--- config.mk ---
export PLATFORM = sky130hd
export DESIGN_NAME = latch_bank_arbiter
export DESIGN_NICKNAME = d
export VERILOG_FILES = /design/src/rtl/latch_bank_arbiter.sv
export SDC_FILE = /design/constraint.sdc
export NUM_CORES = 1
export LEC_CHECK = 0
export ABC_CLOCK_PERIOD_IN_PS = 1890
export CAP_MARGIN = 20
export CORE_ASPECT_RATIO = 0.75
export CORE_MARGIN = 2
export CORE_UTILIZATION = 44
export CTS_BUF_LIST = sky130_fd_sc_hd__clkbuf_4 sky130_fd_sc_hd__clkbuf_8
export DETAILED_ROUTE_END_ITERATION = 10
export MAX_ROUTING_LAYER = met4
export PLACE_DENSITY = 0.79
export REMOVE_ABC_BUFFERS = 1
export SLEW_MARGIN = 20
export SYNTH_ARGS = -nofsm -noshare
export SYNTH_HDL_FRONTEND = slang
export SYNTH_SLANG_ARGS = --single-unit
--- constraint.sdc ---
create_clock -name clk -period 1.89 [get_ports clk]
set_input_delay 0.4725 -clock clk [delete_from_list [all_inputs] [get_ports clk]]
set_output_delay 0.4725 -clock clk [all_outputs]
set_load 0.02 [all_outputs]
--- src/rtl/latch_bank_arbiter.sv ---
// Round-robin arbitrated write port into a small register bank with a combinational read port.
// Optional LBA_STATS_EN adds a saturating commit counter on wr_count.
module latch_bank_arbiter #(
  parameter int unsigned NREQ = 4,
  parameter int unsigned DW   = 8,
  parameter int unsigned AW   = 2
) (
  input  logic               clk,
  input  logic               rst,
  input  logic [NREQ-1:0]    req,
  input  logic [NREQ*AW-1:0] wr_addr,
  input  logic [NREQ*DW-1:0] wr_data,
  output logic [NREQ-1:0]    grant,
  output logic [NREQ-1:0]    ack,
  input  logic [AW-1:0]      rd_addr,
  output logic [DW-1:0]      rd_data,
  output logic               busy
`ifdef LBA_STATS_EN
  ,
  output logic [7:0]         wr_count
`endif
);

  localparam int unsigned IW   = (NREQ > 1) ? $clog2(NREQ) : 1;
  localparam int unsigned NENT = 2 ** AW;

  typedef enum logic [1:0] {StIdle, StGrant, StCommit} state_e;

  state_e        state_q;
  logic [IW-1:0] winner_q;
  logic [IW-1:0] rr_ptr_q;
  logic [DW-1:0] bank_q [NENT];
  logic [IW-1:0] pick;
  logic [IW-1:0] cand;
  logic [IW-1:0] rr_next;

  // Walk offsets from high to low so the lowest offset from rr_ptr wins.
  always_comb begin
    pick = rr_ptr_q;
    cand = '0;
    for (int i = int'(NREQ) - 1; i >= 0; i--) begin
      cand = IW'((int'(rr_ptr_q) + i) % int'(NREQ));
      if (req[cand]) pick = cand;
    end
  end

  assign rr_next = (winner_q == IW'(NREQ - 1)) ? '0 : winner_q + IW'(1);

  always_ff @(posedge clk or posedge rst) begin
    if (rst) begin
      state_q  <= StIdle;
      winner_q <= '0;
      rr_ptr_q <= '0;
      for (int i = 0; i < int'(NENT); i++) bank_q[i] <= '0;
`ifdef LBA_STATS_EN
      wr_count <= '0;
`endif
    end else begin
      unique case (state_q)
        StIdle: begin
          if (|req) begin
            winner_q <= pick;
            state_q  <= StGrant;
          end
        end
        StGrant: begin
          // A requester that let go during GRANT forfeits its slot without moving rr_ptr.
          if (req[winner_q]) begin
            bank_q[wr_addr[winner_q*AW +: AW]] <= wr_data[winner_q*DW +: DW];
            state_q <= StCommit;
          end else begin
            state_q <= StIdle;
          end
        end
        StCommit: begin
          rr_ptr_q <= rr_next;
          state_q  <= StIdle;
`ifdef LBA_STATS_EN
          if (wr_count != 8'hFF) wr_count <= wr_count + 8'd1;
`endif
        end
        default: state_q <= StIdle;
      endcase
    end
  end

  always_comb begin
    grant = '0;
    ack   = '0;
    if (state_q == StGrant)  grant[winner_q] = 1'b1;
    if (state_q == StCommit) ack[winner_q]   = 1'b1;
  end

  assign busy    = (state_q != StIdle);
  assign rd_data = bank_q[rd_addr];

endmodule

==> load_flow_metrics.sql, run 1 <==
INSERT INTO impl_metrics (metric_group, metric, value, unit) VALUES
('status', 'run_status', 'complete, but fails checks', ''),
('status', 'violations', 'negative setup slack', ''),
('setup_path', 'launching_point_of_the_worst_reg2reg_path', 'winner_q[0]', ''),
('detailed_routing', 'drt.antenna.violating_nets', '0', ''),
('sta', 'fin_skew', '10.4', 'ps'),
('placed_design', 'place_congestion', '0.887', ''),
('detailed_routing', 'routed-via-count', '1615', ''),
('layout', 'num_antenna_cells', '0', ''),
('detailed_routing', 'wl_met3', '316', 'um'),
('setup_path', 'setup.worst_path.end', 'bank_q[26]', ''),
('placed_design', 'instance_area_at_placement', '0.00297', 'mm2'),
('setup_path', 'arrival', '2090', 'ps'),
('clock_tree', 'cts_max_path_buffers', '2', ''),
('setup_path', 'reg2reg_to', 'bank_q[26]', ''),
('layout', 'post_layout_nonfiller_instances', '292', ''),
('clock_tree', 'clk_pin_slew_worst_paths', '70', 'ps'),
('detailed_routing', 'wl_met1', '2.20', 'mm'),
('synth', 'yosys_warnings', '0', ''),
('setup_path', 'ff2ff_path_depth', '6', ''),
('grt', 'first_global_vias', '1768', ''),
('sta', 'hold_ws', '509', 'ps'),
('pwr', 'power-per-cell-area', '1450', 'mW/mm2'),
('layout', 'syn2layout_area_growth', '49.7', '%'),
('synth', 'cells_after_synth', '145', ''),
('synth', 'post_synth_instance_area', '0.00212', 'mm2'),
('synth', 'yosysSeqAreaShare', '0.448', ''),
('setup_path', 'crit_fanout', '5', ''),
('setup_path', 'reg2reg_slack', '-20', 'ps'),
('sta', 'setup_tns', '-143', 'ps'),
('detailed_routing', 'routed_wirelength', '5.51', 'mm'),
('setup_path', 'cp_data_required_time', '2060', 'ps'),
('layout', 'fin_nets', '287', ''),
('sta', 'layout_setup_ws', '-28.9', 'ps'),
('min_path', 'worst_min_delay_path_category', 'reg2reg', ''),
('placed_design', 'dp_hpwl', '4.04', 'mm'),
('grt', 'grt_start_max_net_pins', '39', ''),
('placed_design', 'placed_instance_count', '280', ''),
('sta', 'hold_violations', '0', ''),
('sta', 'min_period_over_period', '1.02', ''),
('pwr', 'total_power', '0.00460', 'W'),
('detailed_routing', 'route.detailed.wl_per_inst', '18.9', 'um'),
('detailed_routing', 'met2RoutedLength', '2.82', 'mm'),
('layout', 'layout-drive-gt1-share', '0.502', ''),
('clock_tree', 'cts.hold.buffers_added', '0', ''),
('layout', 'final_cell_area', '0.00318', 'mm2'),
('sta', 'setup_viol', '10', ''),
('setup_path', 'critPathLaunch', 'wr_addr[2]', ''),
('grt', 'grt_antenna_before_repair', '0', ''),
('synth', 'synthDistinctLibCells', '26', ''),
('sta', 'maxSlewHeadroom', '0.675', ''),
('grt', 'grt_overflow_total', '0', ''),
('clock_tree', 'clock_tree.htree_level_count', '2', ''),
('setup_path', 'critPathMaxStageDelay', '500', 'ps'),
('synth', 'ys_ff_latch', '38', ''),
('floorplan', 'num_rows', '21', ''),
('setup_path', 'end_kind', 'flop', ''),
('sta', 'slew_viol_final', '0', ''),
('layout', 'most-common-layout-cells', 'sky130_fd_sc_hd__clkdlybuf4s50_1 (39), sky130_fd_sc_hd__dfrtp_1 (36), sky130_fd_sc_hd__mux2_4 (22)', ''),
('clock_tree', 'cts.sink_count', '38', ''),
('setup_path', 'critical-path-slowest-cell', 'sky130_fd_sc_hd__mux4_2', ''),
('pwr', 'leakagePower', '1.43', 'nW'),
('grt', 'gr-usage-all-layers', '0.207', ''),
('min_path', 'whs_path_depth', '1', ''),
('setup_path', 'crit_path_cell_trace', 'clkdlybuf4s50_1, mux4_2, inv_2, and3_4, buf_8, mux2_4', ''),
('layout', 'ff_latch_area', '953', 'um2'),
('floorplan', 'coreArea', '0.00455', 'mm2'),
('placed_design', 'placement.io_buffers', '64', ''),
('clock_tree', 'clk_root_buffer_cell', 'sky130_fd_sc_hd__clkbuf_8', ''),
('floorplan', 'die-height', '64.2', 'um'),
('pwr', 'vdd_ir_drop_max', '1.02', 'mV'),
('sta', 'fin_crit', '1920', 'ps');
cell usage after synthesis, drive strengths merged:
master   instances  share of area
a2111oi          1         0.0041
a21o             1         0.0035
a21oi            2         0.0047
and2             8          0.024
and3             2         0.0059
buf              5          0.021
clkbuf           2         0.0035
dfrtp           38           0.45
ha               4          0.024
inv              7          0.012
mux2            34           0.18
mux2i            2         0.0094
mux4            18           0.19
nand3            2         0.0094
nand3b           1         0.0035
nor2             5         0.0088
nor2b            5          0.015
nor3             1         0.0024
nor3b            1         0.0035
o21bai           1         0.0035
o22ai            2          0.012
o32ai            1         0.0041
or2              1         0.0029
or3b             1         0.0041
worst min-delay path by stage:
stage | from | end | slack (ps)
final | bank_q[22] | bank_q[22] | 510
after CTS | bank_q[15] | bank_q[15] | 510
after global routing | bank_q[11] | bank_q[11] | 520
after detailed placement | bank_q[15] | bank_q[15] | 490
after floorplan | bank_q[10] | bank_q[10] | 470
after global placement | bank_q[11] | bank_q[11] | 480
power breakdown:
group | leakage (nW) | internal (W) | switching (W)
Clock | 0.0438 | 0.000248 | 0.000280
Combinational | 0.929 | 0.00151 | 0.00106
Sequential | 0.459 | 0.00123 | 0.000273
cells by family (layout without fill, tap and decap cells):
| group | after synthesis | count (layout) | share of synthesized area |
|---|---|---|---|
| mux | 54 | 54 | 0.381 |
| simple gates | 27 | 27 | 0.0790 |
| buf+inv | 14 | 104 | 0.0365 |
| compound gates | 8 | 8 | 0.0324 |
| flops | 38 | 38 | 0.448 |
| fa+ha+maj | 4 | 4 | 0.0236 |
repair_timing:
action                                  4_1_cts  5_1_grt
resized for setup                            89       34
pin swaps                                     1        3
buffers inserted                              2        3
endpoints found under the hold margin         0        0
endpoints found under the setup margin       49       36
cloned                                        0        0
per-stage QoR:
step | util | setup slack (ps)
after floorplan | - | -369
after global placement | 0.653 | -772
after detailed placement | 0.653 | -777
after CTS | 0.667 | -46.2
after global routing | 0.699 | -73.0
final | 0.699 | -28.9
registers in the layout (all words and copies together) (netlist names):
name / count
bank_q: 32
winner_q: 2
state_q: 2
rr_ptr_q: 2
layer usage:
metal | global-route usage | up-vias
met4 | 0.0887 | 0
met5 | - | -
met2 | 0.364 | 60
met1 | 0.233 | 812
li1 | - | 725
met3 | 0.0401 | 18
cell type report:
type                    count  share of cell area
multi-input cells          93               0.383
flip-flops and latches     38               0.300
repair buffers             90               0.261
well taps                  57              0.0224
clock buffers               5              0.0217
inverters                   7             0.00827
clock inverters             2             0.00315
critical path, delay by kind of cell:
| kind | cells | cell delay (ps) |
|---|---|---|
| buffers and inverters | 3 | 610 |
| and+or+nand+nor | 1 | 200 |
| muxes | 2 | 810 |
Note: power is estimated with default switching activity, not from simulation.
==> run 2: changes to the inputs <==
--- a/config.mk
+++ b/config.mk
@@ -15,7 +15,7 @@
 export MAX_ROUTING_LAYER = met4
 export PLACE_DENSITY = 0.79
 export REMOVE_ABC_BUFFERS = 1
-export SLEW_MARGIN = 20
+export SLEW_MARGIN = 15
 export SYNTH_ARGS = -nofsm -noshare
 export SYNTH_HDL_FRONTEND = slang
 export SYNTH_SLANG_ARGS = --single-unit
==> results of run 2 <==
No change in the layout: final DEF, timing and power equal those of run 1.
